===== config.mk =====
export PLATFORM = sky130hd
export DESIGN_NAME = cache_refill_ctrl
export DESIGN_NICKNAME = d
export VERILOG_FILES = /design/src/rtl/cache_refill_ctrl.sv
export SDC_FILE = /design/constraint.sdc
export NUM_CORES = 1
export LEC_CHECK = 0
export ABC_AREA = 1
export BUFFER_PORTS_ARGS = -buffer_cell sky130_fd_sc_hd__buf_2
export CAP_MARGIN = 20
export CORE_MARGIN = 4
export CORE_UTILIZATION = 44
export CTS_CLUSTER_DIAMETER = 50
export DETAILED_ROUTE_END_ITERATION = 7
export GPL_ROUTABILITY_DRIVEN = 0
export GPL_TIMING_DRIVEN = 0
export PLACE_DENSITY = 0.77
export SYNTH_ARGS = -nofsm -noshare
export SYNTH_HDL_FRONTEND = slang
export SYNTH_SLANG_ARGS = --single-unit

===== constraint.sdc =====
create_clock -name clk_i -period 1.4 [get_ports clk_i]
set_input_delay 0.28 -clock clk_i [delete_from_list [all_inputs] [get_ports clk_i]]
set_output_delay 0.28 -clock clk_i [all_outputs]
set_load 0.05 [all_outputs]

===== src/rtl/cache_refill_ctrl.sv =====
// Cache refill controller: miss handler for a 2-way set-associative cache.
// Invalidates the victim line, writes it back to memory when it is valid and dirty,
// refills the missing line word 0 upward (one read outstanding) and commits the tag last,
// then pulses refill_done_o for one cycle.
//
// Ports:
//   clk_i, rst_ni          clock (rising edge), asynchronous active-low reset
//   miss_*                 miss handshake, missing byte address
//   victim_*               victim way, valid/dirty state, tag and line data (word 0 in LSBs)
//   mem_req_*, mem_wdata_o memory request channel (word-aligned byte address)
//   mem_rvalid_i/rdata_i   memory read return
//   fill_*                 data-array word write port
//   tag_we_o/tag_o/...     tag-array write port (dirty is always written as 0)
//   refill_done_o/done_way_o  one-cycle completion pulse and installed way
module cache_refill_ctrl #(
    parameter int unsigned SETS       = 128,
    parameter int unsigned LINE_WORDS = 4,
    parameter int unsigned DATA_W     = 32,
    parameter int unsigned ADDR_W     = 32,
    localparam int unsigned INDEX_W    = $clog2(SETS),
    localparam int unsigned WORD_IDX_W = $clog2(LINE_WORDS),
    localparam int unsigned BYTE_W     = $clog2(DATA_W / 8),
    localparam int unsigned OFS_W      = WORD_IDX_W + BYTE_W,
    localparam int unsigned TAG_W      = ADDR_W - INDEX_W - OFS_W
) (
    input  logic                         clk_i,
    input  logic                         rst_ni,
    input  logic                         miss_valid_i,
    output logic                         miss_ready_o,
    input  logic [ADDR_W-1:0]            miss_addr_i,
    input  logic                         victim_way_i,
    input  logic                         victim_valid_i,
    input  logic                         victim_dirty_i,
    input  logic [TAG_W-1:0]             victim_tag_i,
    input  logic [LINE_WORDS*DATA_W-1:0] victim_line_i,
    output logic                         mem_req_valid_o,
    input  logic                         mem_req_ready_i,
    output logic                         mem_req_we_o,
    output logic [ADDR_W-1:0]            mem_req_addr_o,
    output logic [DATA_W-1:0]            mem_wdata_o,
    input  logic                         mem_rvalid_i,
    input  logic [DATA_W-1:0]            mem_rdata_i,
    output logic                         fill_we_o,
    output logic                         fill_way_o,
    output logic [INDEX_W-1:0]           fill_index_o,
    output logic [WORD_IDX_W-1:0]        fill_word_o,
    output logic [DATA_W-1:0]            fill_data_o,
    output logic                         tag_we_o,
    output logic [TAG_W-1:0]             tag_o,
    output logic                         tag_valid_o,
    output logic                         refill_done_o,
    output logic                         done_way_o
);

    localparam logic [2:0] StIdle   = 3'd0;
    localparam logic [2:0] StInv    = 3'd1;
    localparam logic [2:0] StWb     = 3'd2;
    localparam logic [2:0] StRdReq  = 3'd3;
    localparam logic [2:0] StRdWait = 3'd4;
    localparam logic [2:0] StCommit = 3'd5;

    localparam logic [WORD_IDX_W-1:0] LastBeat = WORD_IDX_W'(LINE_WORDS - 1);

    logic [2:0]                   state_q, state_d;
    logic [WORD_IDX_W-1:0]        beat_q, beat_d;
    logic                         way_q, way_d;
    logic                         wb_q, wb_d;
    logic [INDEX_W-1:0]           index_q, index_d;
    logic [TAG_W-1:0]             tag_q, tag_d;
    logic [TAG_W-1:0]             vtag_q, vtag_d;
    logic [LINE_WORDS*DATA_W-1:0] vline_q, vline_d;

    // Word view of the captured victim line for the write-back data mux.
    logic [DATA_W-1:0] vwords [LINE_WORDS];
    for (genvar i = 0; i < LINE_WORDS; i++) begin : g_vwords
        assign vwords[i] = vline_q[i*DATA_W +: DATA_W];
    end

    // Byte/word offset of the miss address is not needed: the line is always filled from word 0.
    logic unused_ofs;
    assign unused_ofs = ^miss_addr_i[OFS_W-1:0];

    always_comb begin
        state_d = state_q;
        beat_d  = beat_q;
        way_d   = way_q;
        wb_d    = wb_q;
        index_d = index_q;
        tag_d   = tag_q;
        vtag_d  = vtag_q;
        vline_d = vline_q;

        miss_ready_o    = 1'b0;
        mem_req_valid_o = 1'b0;
        mem_req_we_o    = 1'b0;
        mem_req_addr_o  = '0;
        mem_wdata_o     = '0;
        fill_we_o       = 1'b0;
        fill_way_o      = 1'b0;
        fill_index_o    = '0;
        fill_word_o     = '0;
        fill_data_o     = '0;
        tag_we_o        = 1'b0;
        tag_o           = '0;
        tag_valid_o     = 1'b0;
        refill_done_o   = 1'b0;
        done_way_o      = 1'b0;

        case (state_q)
            StIdle: begin
                miss_ready_o = 1'b1;
                if (miss_valid_i) begin
                    index_d = miss_addr_i[OFS_W +: INDEX_W];
                    tag_d   = miss_addr_i[ADDR_W-1 -: TAG_W];
                    way_d   = victim_way_i;
                    wb_d    = victim_valid_i & victim_dirty_i;
                    vtag_d  = victim_tag_i;
                    vline_d = victim_line_i;
                    state_d = StInv;
                end
            end
            StInv: begin
                // Drop the valid bit first so a partially overwritten line never hits.
                tag_we_o     = 1'b1;
                fill_way_o   = way_q;
                fill_index_o = index_q;
                beat_d       = '0;
                state_d      = wb_q ? StWb : StRdReq;
            end
            StWb: begin
                mem_req_valid_o = 1'b1;
                mem_req_we_o    = 1'b1;
                mem_req_addr_o  = {vtag_q, index_q, beat_q, {BYTE_W{1'b0}}};
                mem_wdata_o     = vwords[beat_q];
                if (mem_req_ready_i) begin
                    if (beat_q == LastBeat) begin
                        beat_d  = '0;
                        state_d = StRdReq;
                    end else begin
                        beat_d = beat_q + 1'b1;
                    end
                end
            end
            StRdReq: begin
                mem_req_valid_o = 1'b1;
                mem_req_addr_o  = {tag_q, index_q, beat_q, {BYTE_W{1'b0}}};
                if (mem_req_ready_i) begin
                    state_d = StRdWait;
                end
            end
            StRdWait: begin
                if (mem_rvalid_i) begin
                    fill_we_o    = 1'b1;
                    fill_way_o   = way_q;
                    fill_index_o = index_q;
                    fill_word_o  = beat_q;
                    fill_data_o  = mem_rdata_i;
                    if (beat_q == LastBeat) begin
                        state_d = StCommit;
                    end else begin
                        beat_d  = beat_q + 1'b1;
                        state_d = StRdReq;
                    end
                end
            end
            StCommit: begin
                tag_we_o      = 1'b1;
                tag_o         = tag_q;
                tag_valid_o   = 1'b1;
                fill_way_o    = way_q;
                fill_index_o  = index_q;
                refill_done_o = 1'b1;
                done_way_o    = way_q;
                state_d       = StIdle;
            end
            default: state_d = StIdle;
        endcase
    end

    always_ff @(posedge clk_i or negedge rst_ni) begin
        if (!rst_ni) begin
            state_q <= StIdle;
            beat_q  <= '0;
            way_q   <= 1'b0;
            wb_q    <= 1'b0;
            index_q <= '0;
            tag_q   <= '0;
            vtag_q  <= '0;
            vline_q <= '0;
        end else begin
            state_q <= state_d;
            beat_q  <= beat_d;
            way_q   <= way_d;
            wb_q    <= wb_d;
            index_q <= index_d;
            tag_q   <= tag_d;
            vtag_q  <= vtag_d;
            vline_q <= vline_d;
        end
    end

endmodule


==> results.toml, run 1 <==
[run_status]
status = "complete, but fails checks"
violations = "negative hold slack, negative setup slack"

[power_and_ir_drop]
power_switching_mw = 19.2
p_per_area_nw_per_um2 = 2490
clock_power_share_pct = 11.9
vdd_ir_drop_max_v = 0.00192
power_mw = 39.3
p_leak_nw = 7.80
seq_power_share_pct = 24.0
switching_share_pct = 49.0
internal-power_mw = 20.0
pwr-share-comb_pct = 64.1

[clock_tree]
clock_latency_ps = 440
cts_made_buffers = 17
cts_sinks = 184
cts_max_path_buffers = 2
clkTransAtPathRegs_ps = 70
clockRootBuffer = "clkbuf_16"
htreeDepth = 4
cts_tree = "yes"

[grt]
grt_use_total_pct = 31.1
grt_max_degree = 119
grt_antenna_before_repair = 10
grt_pass1_wl_um = 54000
overflow = 0
grt_pass1_vias = 10201

[logic_synthesis]
syn_inst = 1239
synthTopCellsByArea = "dfrtp_1, nand2_1, nor2_1, o21ai_0, a21oi_1"
seq_area_frac_synth_pct = 51.7
synth_warnings = 0
synth_top_area_share_pct = 51.7
synth_cell_types = 19
synth_seq_cells = 184
netlist_area_sq_um = 8910
post_synth.cell_area_avg_sq_um = 7.19
synth_largest_area_cell = "dfrtp_1"

[sta]
finalSetupTns_ps = -185390
maxSlewViolCount = 0
rsz0062_at_grt = "yes"
fmax_mhz = 454
slew_headroom_pct = 60.2
finalSetupViolCount = 317
finClkSkew_ps = 13.3
hold_viol_final = 66
finalCriticalPeriod_ps = 2200
worst_slew_pin_slew_ps = 597
fin_ws_ps = -803
fin_crit_sh_pct = 157
holdWs_ps = -209

[critical_path]
arrival_ps = 1920
critPathKind = "reg2out"
cp_max_fo = 5
cp-start-kind = "flip-flop"
crit_required_ps = 1120
end_kind = "output pin"
crit_slowest_cell = "dfrtp_2"
cp_slowest_stage_delay_ps = 480
crit_chain = "inv_2, nor2_4, nand2_4, clkbuf_16, o21ai_4, buf_6"

[floorplan]
initial_utilization_pct = 45.3
rows = 51
die_h_um = 150
die_w_um = 150
dieArea_sq_um = 22600
pin_count = 356
core_sq_um = 19700

[layout]
final_cells = 1957
layout.nets = 1894
drive_above_1_share_pct = 43.5
postLayoutCellArea_sq_um = 15800
area_delta_synth_final_pct = 77.2

[detailed_routing]
routed_wl_um = 38000
drc = 0
ant_nets = 0
first_pass_iters = 5
detailedRoute.firstIterationViolations = 659
viasPerCell = 5.23
wl_per_cell_um = 19.4
via_count = 10239

[place]
dpl_cell_area_sq_um = 12300
dp_cells = 1854
port_buffers = 348
dp_hpwl_um = 24400

[run]
cap_violations = 0

[min_path]
worstHoldPathType = "in2async"
-- state kept, by name (all words and copies together) (netlist names) --
name / cells
vtag_q: 21
state_q: 3
vline_q: 128
wb_q: 1
beat_q: 2
way_q: 1
index_q: 7
tag_q: 21
-- critical path, delay by kind of cell (launching register included) --
family,cells,cell delay [ps]
AO/OA/AOI/OAI,1,190
buffers and inverters,3,480
AND/OR/NAND/NOR,2,340
flip-flops,1,480
-- through the flow --
step                      worst slack (ps)  hold slack, ps  utilization (%)
after global placement               -3320             447             62.5
after CTS                             -732            -201             75.3
after global routing                  -856            -181             80.3
after detailed placement             -1120             266             62.7
after floorplan                       -716           -15.6                -
final                                 -803            -209             80.3
-- logic make-up after synthesis --
| family | count (synthesis) | synth area share, % |
|---|---|---|
| and+or+nand+nor | 776 | 33.2 |
| adders and majority gates | 1 | 0.140 |
| AOI/OAI and AO/OA | 150 | 8.43 |
| DFF | 184 | 51.7 |
| buffers and inverters | 127 | 6.53 |
| other | 1 | 0.0421 |
-- power by group through the flow --
| stage | registers (mW) | clock network (mW) | logic, mW |
|---|---|---|---|
| 5_1_grt | 9.65 | 4.93 | 26.6 |
| 3_5_place_dp | 9.11 | 0 | 18.0 |
| 4_1_cts | 9.24 | 4.69 | 22.8 |
| 6_report | 9.44 | 4.66 | 25.2 |
| 3_3_place_gp | 9.02 | 0 | 17.7 |
| 2_1_floorplan | 8.76 | 0 | 14.0 |
-- layout by cell type, fill, tap and decap left out, drive strengths merged --
| cell | instances |
|---|---|
| buf | 452 |
| conb | 2 |
| clkinv | 2 |
| nor2 | 211 |
| o21ai | 116 |
| a21oi | 34 |
| clkinvlp | 4 |
| clkbuf | 60 |
| diode | 7 |
| nand2 | 553 |
| dfrtp | 184 |
| inv | 54 |
| nand3b | 1 |
| nand3 | 11 |
| ha | 1 |
-- path summary, 6_finish.rpt --
path                                     from                  to  slack, ps  cells after the start
setup / recovery                   state_q[1]  mem_req_addr_o[11]       -800                      6
hold / removal                         rst_ni           tag_q[11]       -210                      1
setup reg to reg                   state_q[2]          index_q[5]       -660                      9
hold reg to reg                   vline_q[24]         vline_q[24]        480                      2
max in group asynchronous              rst_ni           beat_q[0]        620                      2
min in group clk_i         victim_line_i[116]        vline_q[116]         30                      3
-- repair_timing --
item,4_1_cts,5_1_grt
endpoints found under the setup margin,317,317
pin swaps,16,22
cloned,7,15
buffers inserted,23,24
gates resized for setup,526,177
endpoints found under the hold margin,66,66
-- area by class of cell --
type,count,area (sq um)
multi-input cells,929,5210
flip-flops and latches,184,4610
fillers,1209,3870
repair buffers,415,3800
plain buffers,78,1060
clock buffers,19,443
well taps,265,332
inverters,47,210
clock inverters,13,109
diodes,7,17.5
-- synthesized netlist by cell type (all sizes together) --
library cell / number
dfrtp: 184
buf: 47
nand3: 11
nor2: 211
o21ai: 116
conb: 1
nand2: 553
inv: 46
ha: 1
clkinv: 1
clkbuf: 33
a21oi: 34
nand3b: 1
-- per-layer routing --
metal	wire, um	track usage (%)	share of wire [%]
met1	14200	38.0	37
met2	18900	51.6	50
met3	3250	8.79	8.5
met4	1590	13.3	4.2
met5	31	0	0.082
(Power assumes the default switching activity.)
==> run 2: changes to the inputs <==
--- a/config.mk
+++ b/config.mk
@@ -5,7 +5,6 @@
 export SDC_FILE = /design/constraint.sdc
 export NUM_CORES = 1
 export LEC_CHECK = 0
-export ABC_AREA = 1
 export BUFFER_PORTS_ARGS = -buffer_cell sky130_fd_sc_hd__buf_2
 export CAP_MARGIN = 20
 export CORE_MARGIN = 4
@@ -15,6 +14,7 @@
 export GPL_ROUTABILITY_DRIVEN = 0
 export GPL_TIMING_DRIVEN = 0
 export PLACE_DENSITY = 0.77
+export RECOVER_POWER = 50
 export SYNTH_ARGS = -nofsm -noshare
 export SYNTH_HDL_FRONTEND = slang
 export SYNTH_SLANG_ARGS = --single-unit
==> run 2 against run 1 <==
  * Combinational power increased by 17%
  * The run ends with negative setup slack left
  * Synthesized cell count decreased by 49%
  * Critical path depth increased by 1
  * First-iteration DRC count decreased by 54%
  * Highest routed layer unchanged
==> results.toml, run 2 <==
[run_status]
status = "complete, but fails checks"
violations = "negative setup slack"

[logic_synthesis]
postSynth.asyncResetShare_pct = 100
synth_seq_cells = 184
netlist_area_sq_um = 8860
synth_edf_count = 0
synth_largest_area_cell = "dfrtp_1"
ys.flop_type = "dfrtp_1"
synth_warnings = 0
post_synth.cell_area_avg_sq_um = 14.0
synth_commonest_cells = "dfrtp_1, and2_1, mux2_1, mux2_2, mux4_2"
synth_most_common_cell = "dfrtp_1"
synth_top_area_share_pct = 52.0
synthTopCellsByArea = "dfrtp_1, mux2_1, mux2_2, mux4_2, and2_1"
seq_area_frac_synth_pct = 52.0
synth_cell_types = 36
syn_inst = 633

[critical_path]
cp_max_fo = 6
critPathKind = "reg2out"
cp-start-kind = "flip-flop"
r2r_slack_ps = -800
crit_slowest_cell = "dfrtp_1"
endpoint = "fill_data_o[29]"
cp_num_cells = 7
crit_chain = "buf_6, nor4bb_4, buf_4, buf_8, clkbuf_16, and2_4, buf_8"
crit_start = "state_q[2]"
regToRegEndpoint = "vline_q[35]"
cp_slowest_stage_delay_ps = 450
crit_required_ps = 1120
cpMostUsedCell = "buf_8"
arrival_ps = 2020
worstReg2RegStart = "state_q[2]"
reg2reg_depth = 10
critPathTopFamily = "buffers and inverters"
end_kind = "output pin"
path_buf_inv = 5

[grt]
grt_antenna_before_repair = 11
grt_max_degree = 97
grt_use_total_pct = 29.9
overflow = 0
grt_pass1_vias = 8224
grt_pass1_wl_um = 50100

[layout]
postLayoutCellArea_sq_um = 16600
seqCellArea_sq_um = 4610
fillCellCount = 892
area_delta_synth_final_pct = 86.9
largest_reg_flops = 128
drive_above_1_share_pct = 81.1
multi_input_area_sq_um = 5370
regMostFlops = "vline_q"
layout.nets = 1326
top_regs = "vline_q: 128 flops, tag_q: 21 flops, vtag_q: 21 flops"
layout_common_cells = "buf_2, dfrtp_1, mux2_4"
mostFrequentLayoutCell = "buf_2"

[floorplan]
dieArea_sq_um = 22500
rows = 51
initial_utilization_pct = 45.1
die_h_um = 150
die_w_um = 150
pin_count = 356
core_sq_um = 19700

[clock_tree]
clock_latency_ps = 430
clockRootBuffer = "clkbuf_16"
clkTransAtPathRegs_ps = 90
cts_tree = "yes"
cts_made_buffers = 17
cts_max_path_buffers = 2
cts_sinks = 184
htreeDepth = 4

[sta]
holdWs_ps = 74.5
slew_headroom_pct = 12.6
finalCriticalPeriod_ps = 2300
maxSlewViolCount = 0
worst_slew_pin_slew_ps = 1310
finClkSkew_ps = 17.4
fmax_mhz = 434
hold_viol_final = 0
finalSetupViolCount = 317
fin_ws_ps = -903
fin_crit_sh_pct = 165
rsz0062_at_grt = "yes"

[detailed_routing]
route.met2.wl_um = 20000
drc = 0
wirelength_met1_um = 13600
routed.top_layer = "met5"
wl_per_cell_um = 27.6
routed_wl_um = 38500
first_pass_iters = 5
viasPerCell = 5.58
dr_wl_met3_um = 2730
detailedRoute.firstIterationViolations = 300
via_count = 7776
ant_nets = 0

[run]
cap_violations = 0

[place]
dpl_cell_area_sq_um = 12000
port_buffers = 349
dp_hpwl_um = 19500

[power_and_ir_drop]
vdd_ir_drop_max_v = 0.00186
p_leak_nw = 7.65
p_per_area_nw_per_um2 = 2730

[min_path]
worstHoldPathType = "in2reg"
## run 2: changes by cell type in the layout (fill, tap and decap cells not counted), moves of 46 or more
cell	before	now
nand2_1	523	2
buf_8	93	139
mux2_4	0	168
and2_4	0	104
nor2_1	126	0
buf_6	101	32
nor2_4	78	23
## run 2: timing repair
action,4_1_cts,5_1_grt
hold endpoints to repair,88,88
pin swaps,41,55
endpoints found under the setup margin,314,317
setup buffers,59,36
cloned,25,9
gates resized for setup,578,152
## run 2: worst min path at each step
stage	start	to	slack, ps	depth (start not counted)
2_1_floorplan	rst_ni	beat_q[0]	-20	0
6_report	victim_line_i[30]	vline_q[30]	70	2
4_1_cts	rst_ni	vline_q[81]	-120	1
5_1_grt	victim_line_i[65]	vline_q[65]	70	2
3_3_place_gp	vline_q[116]	vline_q[116]	460	1
3_5_place_dp	rst_ni	vline_q[81]	340	1
## run 2: per-stage QoR
step	cells	power [mW]	TNS, ps	util [%]	setup WS, ps
floorplan	634	24.5	-55780	-	-256
global placement	1248	27.9	-723480	61.0	-3410
detailed placement	1249	28.3	-165240	61.2	-759
CTS	1365	42.2	-220000	81.5	-883
global route	1393	46.5	-254840	84.2	-941
finish	1393	45.2	-240070	84.2	-903
## run 2: report_power, final
part	switching, mW	total, mW	internal [mW]
combinational	13.0	29.5	16.5
sequential	2.43	10.5	8.09
clock	2.39	5.12	2.73
total	17.9	45.2	27.3
## run 2: logic make-up (layout without fill, tap and decap cells)
group | after synthesis | in the layout | share of synthesized area, %
AO/OA/AOI/OAI | 16 | 16 | 1.24
other | 1 | 13 | 0.0423
multiplexers | 234 | 234 | 33.5
buffers and inverters | 54 | 537 | 3.35
flip-flops | 184 | 184 | 52.0
adder cells (fa/ha/maj) | 1 | 1 | 0.141
AND/OR/NAND/NOR | 143 | 143 | 9.73
## run 2: cell type report
type | instances | area share, %
Clock inverter | 14 | 1.10
Buffer | 34 | 3.60
Tap cell | 265 | 2.00
Clock buffer | 18 | 2.59
Multi-Input combinational cell | 396 | 32.4
Sequential cell | 184 | 27.8
Antenna cell | 11 | 0.166
Timing Repair Buffer | 465 | 30.0
Inverter | 6 | 0.257
## run 2: routing by layer
| layer | track usage, % | vias to the layer above |
|---|---|---|
| met5 | 0 | - |
| met4 | 13.2 | 2 |
| met3 | 5.81 | 138 |
| met2 | 52.2 | 453 |
| met1 | 35.8 | 3983 |
| li1 | - | 3200 |
==> run 3: changes to the inputs <==
--- a/config.mk
+++ b/config.mk
@@ -5,15 +5,17 @@
 export SDC_FILE = /design/constraint.sdc
 export NUM_CORES = 1
 export LEC_CHECK = 0
-export BUFFER_PORTS_ARGS = -buffer_cell sky130_fd_sc_hd__buf_2
 export CAP_MARGIN = 20
+export CELL_PAD_IN_SITES_DETAIL_PLACEMENT = 1
+export CELL_PAD_IN_SITES_GLOBAL_PLACEMENT = 1
 export CORE_MARGIN = 4
-export CORE_UTILIZATION = 44
+export CORE_UTILIZATION = 45
 export CTS_CLUSTER_DIAMETER = 50
 export DETAILED_ROUTE_END_ITERATION = 7
+export DONT_BUFFER_PORTS = 1
 export GPL_ROUTABILITY_DRIVEN = 0
 export GPL_TIMING_DRIVEN = 0
-export PLACE_DENSITY = 0.77
+export PLACE_DENSITY_LB_ADDON = 0.1
 export RECOVER_POWER = 50
 export SYNTH_ARGS = -nofsm -noshare
 export SYNTH_HDL_FRONTEND = slang
==> run 3 against run 2 <==
  * The run now fails in 5_1_grt
  * Synthesized cell count unchanged
  * Synthesized area unchanged
==> results.toml, run 3 <==
[run_status]
status = "did not finish"
lastStage = "5_1_grt"
toolErrorMsg = "[ERROR GRT-0232] Routing congestion too high. Check the congestion heatmap in the GUI."

[clock_tree]
cts_sinks = 184
htreeDepth = 4
cts_made_buffers = 17
clockRootBuffer = "clkbuf_16"
cts_max_path_buffers = 2

[floorplan]
initial_utilization_pct = 45.7
die_w_um = 148
die_h_um = 148
pin_count = 356
rows = 51

[logic_synthesis]
synth_seq_cells = 184
synthTopCellsByArea = "dfrtp_1, mux2_1, mux2_2, mux4_2, and2_1"
synth_edf_count = 0
ys.flop_type = "dfrtp_1"
synth_most_common_cell = "dfrtp_1"
synth_cell_types = 36
postSynth.asyncResetShare_pct = 100
synth_commonest_cells = "dfrtp_1, and2_1, mux2_1, mux2_2, mux4_2"
syn_inst = 633
synth_warnings = 0
post_synth.cell_area_avg_sq_um = 14.0
netlist_area_sq_um = 8860
synth_top_area_share_pct = 52.0
seq_area_frac_synth_pct = 52.0
synth_largest_area_cell = "dfrtp_1"

[place]
dp_cells = 899
dp_hpwl_um = 19500
port_buffers = 0

[sta]
worst_endpoint = "mem_wdata_o[25]"
worst-endpoint-pin-kind = "primary output"

[grt]
grt_use_total_pct = 82.6
grt_max_degree = 185
grt_antenna_before_repair = 16
overflow = 390
## run 3: cell counts after synthesis
No cell type changed its count.
## run 3: what timing repair did
action,CTS
hold buffers,176
pin swaps,59
gates cloned,28
endpoints found under the setup margin,316
endpoints found under the hold margin,360
setup buffers,53
gates resized for setup,212
## run 3: through the flow
| stage | setup WS, ps | instance area [sq um] | hold WS [ps] |
|---|---|---|---|
| 3_5_place_dp | -671 | 10200 | -8.49 |
| 3_3_place_gp | -672 | 10200 | -8.15 |
| 2_1_floorplan | -256 | 9910 | -15.6 |
| 4_1_cts | -782 | 14600 | -478 |
## run 3: logic make-up after synthesis
kind of cell / count (synthesis) / share of synthesized area, %
AO/OA/AOI/OAI: 16 / 1.24
buffers and inverters: 54 / 3.35
multiplexers: 234 / 33.5
AND/OR/NAND/NOR: 143 / 9.73
flip-flops: 184 / 52.0
other: 1 / 0.0423
adder cells (fa/ha/maj): 1 / 0.141
## run 3: layer usage
metal,GRT overflow,GRT usage (%)
met5,0,16.6
met4,142,87.9
met3,2,68.1
met2,246,98.3
met1,0,81.7
==> run 4: changes to the inputs <==
==> config.mk (replaced) <==
export PLATFORM = sky130hd
export DESIGN_NAME = cache_refill_ctrl
export DESIGN_NICKNAME = d
export VERILOG_FILES = /design/src/rtl/cache_refill_ctrl.sv
export SDC_FILE = /design/constraint.sdc
export NUM_CORES = 1
export LEC_CHECK = 0
export CAP_MARGIN = 20
export CORE_MARGIN = 4
export CORE_UTILIZATION = 40
export DETAILED_ROUTE_END_ITERATION = 7
export DONT_BUFFER_PORTS = 1
export GPL_ROUTABILITY_DRIVEN = 0
export GPL_TIMING_DRIVEN = 0
export PLACE_DENSITY_LB_ADDON = 0.15
export RECOVER_POWER = 50
export SYNTH_ARGS = -nofsm -noshare
export SYNTH_HDL_FRONTEND = slang
export SYNTH_SLANG_ARGS = --single-unit
==> constraint.sdc (replaced) <==
create_clock -name clk_i -period 1.8 [get_ports clk_i]
set_input_delay 0.36 -clock clk_i [delete_from_list [all_inputs] [get_ports clk_i]]
set_output_delay 0.36 -clock clk_i [all_outputs]
set_load 0.05 [all_outputs]
==> run 4 against run 3 <==
  * The flow now finishes, with violations (negative hold slack, negative setup slack)
==> results.toml, run 4 (synthesized netlist as in run 2, its figures left out) <==
[run_status]
status = "complete, but fails checks"
violations = "negative hold slack, negative setup slack"

[grt]
overflow = 0
grt_antenna_before_repair = 12
grt_pass1_wl_um = 37500
grt_pass1_vias = 6241
grt_max_degree = 185
grt_use_total_pct = 20.3

[layout]
final_cells = 1009
layout.nets = 932
final_util_pct = 54.3
drive_above_1_share_pct = 60.9
mostFrequentLayoutCell = "dfrtp_1"
regMostFlops = "vline_q"
layout_common_cells = "dfrtp_1, and2_4, mux2_2"
top_regs = "vline_q: 128 flops, tag_q: 21 flops, vtag_q: 21 flops"
postLayoutCellArea_sq_um = 11800
largest_reg_flops = 128
area_delta_synth_final_pct = 33.8

[sta]
hold_viol_final = 184
worst_slew_pin_slew_ps = 577
holdWs_ps = -371
finalSetupViolCount = 134
rsz0062_at_grt = "yes"
finalSetupTns_ps = -49900
finalCriticalPeriod_ps = 2260
fmax_mhz = 442
fin_ws_ps = -460
finClkSkew_ps = 17.4
slew_headroom_pct = 61.4
maxSlewViolCount = 0
fin_crit_sh_pct = 126

[clock_tree]
cts_max_path_buffers = 2
cts_sinks = 184
htreeDepth = 4
cts_made_buffers = 17
clockRootBuffer = "clkbuf_16"
clock_latency_ps = 430
cts_tree = "yes"
clkTransAtPathRegs_ps = 70

[detailed_routing]
viasPerCell = 5.51
wl_per_cell_um = 25.9
detailedRoute.firstIterationViolations = 169
via_count = 5561
drc = 0
ant_nets = 0
first_pass_iters = 4
routed_wl_um = 26100

[power_and_ir_drop]
pwr-share-comb_pct = 57.3
vdd_ir_drop_max_v = 0.000969
clock_power_share_pct = 14.4
p_leak_nw = 4.99
power_switching_mw = 11.1
internal-power_mw = 15.6
seq_power_share_pct = 28.4
p_per_area_nw_per_um2 = 2250
switching_share_pct = 41.7

[floorplan]
pin_count = 356
die_w_um = 157
die_h_um = 157
initial_utilization_pct = 40.6
dieArea_sq_um = 24600
rows = 54
core_sq_um = 21800

[critical_path]
arrival_ps = 1900
critPathKind = "reg2out"
end_kind = "output pin"
cp_max_fo = 8
cp-start-kind = "flip-flop"
crit_required_ps = 1440

[place]
dpl_worst_slack_ps = -566
dp_cells = 914
port_buffers = 0
dp_hpwl_um = 17700
dpl_cell_area_sq_um = 9480

[min_path]
worstHoldPathType = "in2async"

[run]
cap_violations = 0
==> run 4: stage by stage <==
stage / power (mW) / hold slack, ps
6_report: 26.7 / -371
2_1_floorplan: 16.8 / 64.4
5_1_grt: 28.1 / -402
3_5_place_dp: 18.8 / 70.4
4_1_cts: 25.6 / -396
3_3_place_gp: 18.4 / 70.9
==> run 4: metal layers <==
| layer | part of all wire [%] | up-vias | GRT usage [%] |
|---|---|---|---|
| met5 | 0.28 | - | 0 |
| met4 | 1.8 | 14 | 5.79 |
| met3 | 8.5 | 42 | 8.38 |
| met2 | 51 | 227 | 35.0 |
| met1 | 38 | 2885 | 23.3 |
| li1 | - | 2393 | - |
==> run 4: path summary, 6_finish.rpt <==
kind	from	end	slack [ps]	cells after the start
worst max-delay path	state_q[1]	fill_data_o[29]	-460	4
worst min-delay path	rst_ni	index_q[0]	-370	0
worst max register to register	state_q[1]	beat_q[0]	-30	6
worst min register to register	vline_q[95]	vline_q[95]	480	1
max in group asynchronous	rst_ni	vline_q[90]	1790	0
min in group clk_i	victim_line_i[40]	vline_q[40]	50	1
==> run 4: worst max-delay path, stage by stage, from the launching register on <==
cell	delay [ps]
dfrtp_2	490
nor4bb_4	350
buf_8	200
clkbuf_16	190
and2_4	240
==> run 4: power by group through the flow <==
stage | Clock (mW) | Sequential (mW) | Combinational [mW]
6_report | 3.83 | 7.57 | 15.3
5_1_grt | 4.14 | 7.85 | 16.1
4_1_cts | 3.94 | 7.53 | 14.1
3_5_place_dp | 0 | 7.49 | 11.3
3_3_place_gp | 0 | 7.32 | 11.1
2_1_floorplan | 0 | 7.04 | 9.79
==> run 4: repair_timing <==
item	4_1_cts	5_1_grt
gates resized for setup	259	78
setup endpoints to repair	314	253
buffers inserted	35	9
gates cloned	9	7
pin swaps	68	36
hold endpoints to repair	184	184
==> run 4: cell type report <==
cell class	count	area, sq um
multi-input cells	396	4710
well taps	280	350
clock buffers	18	429
flip-flops and latches	184	4610
clock inverters	14	175
diodes	6	15.0
inverters	6	32.5
plain buffers	48	782
fillers	1822	9980
repair buffers	57	747
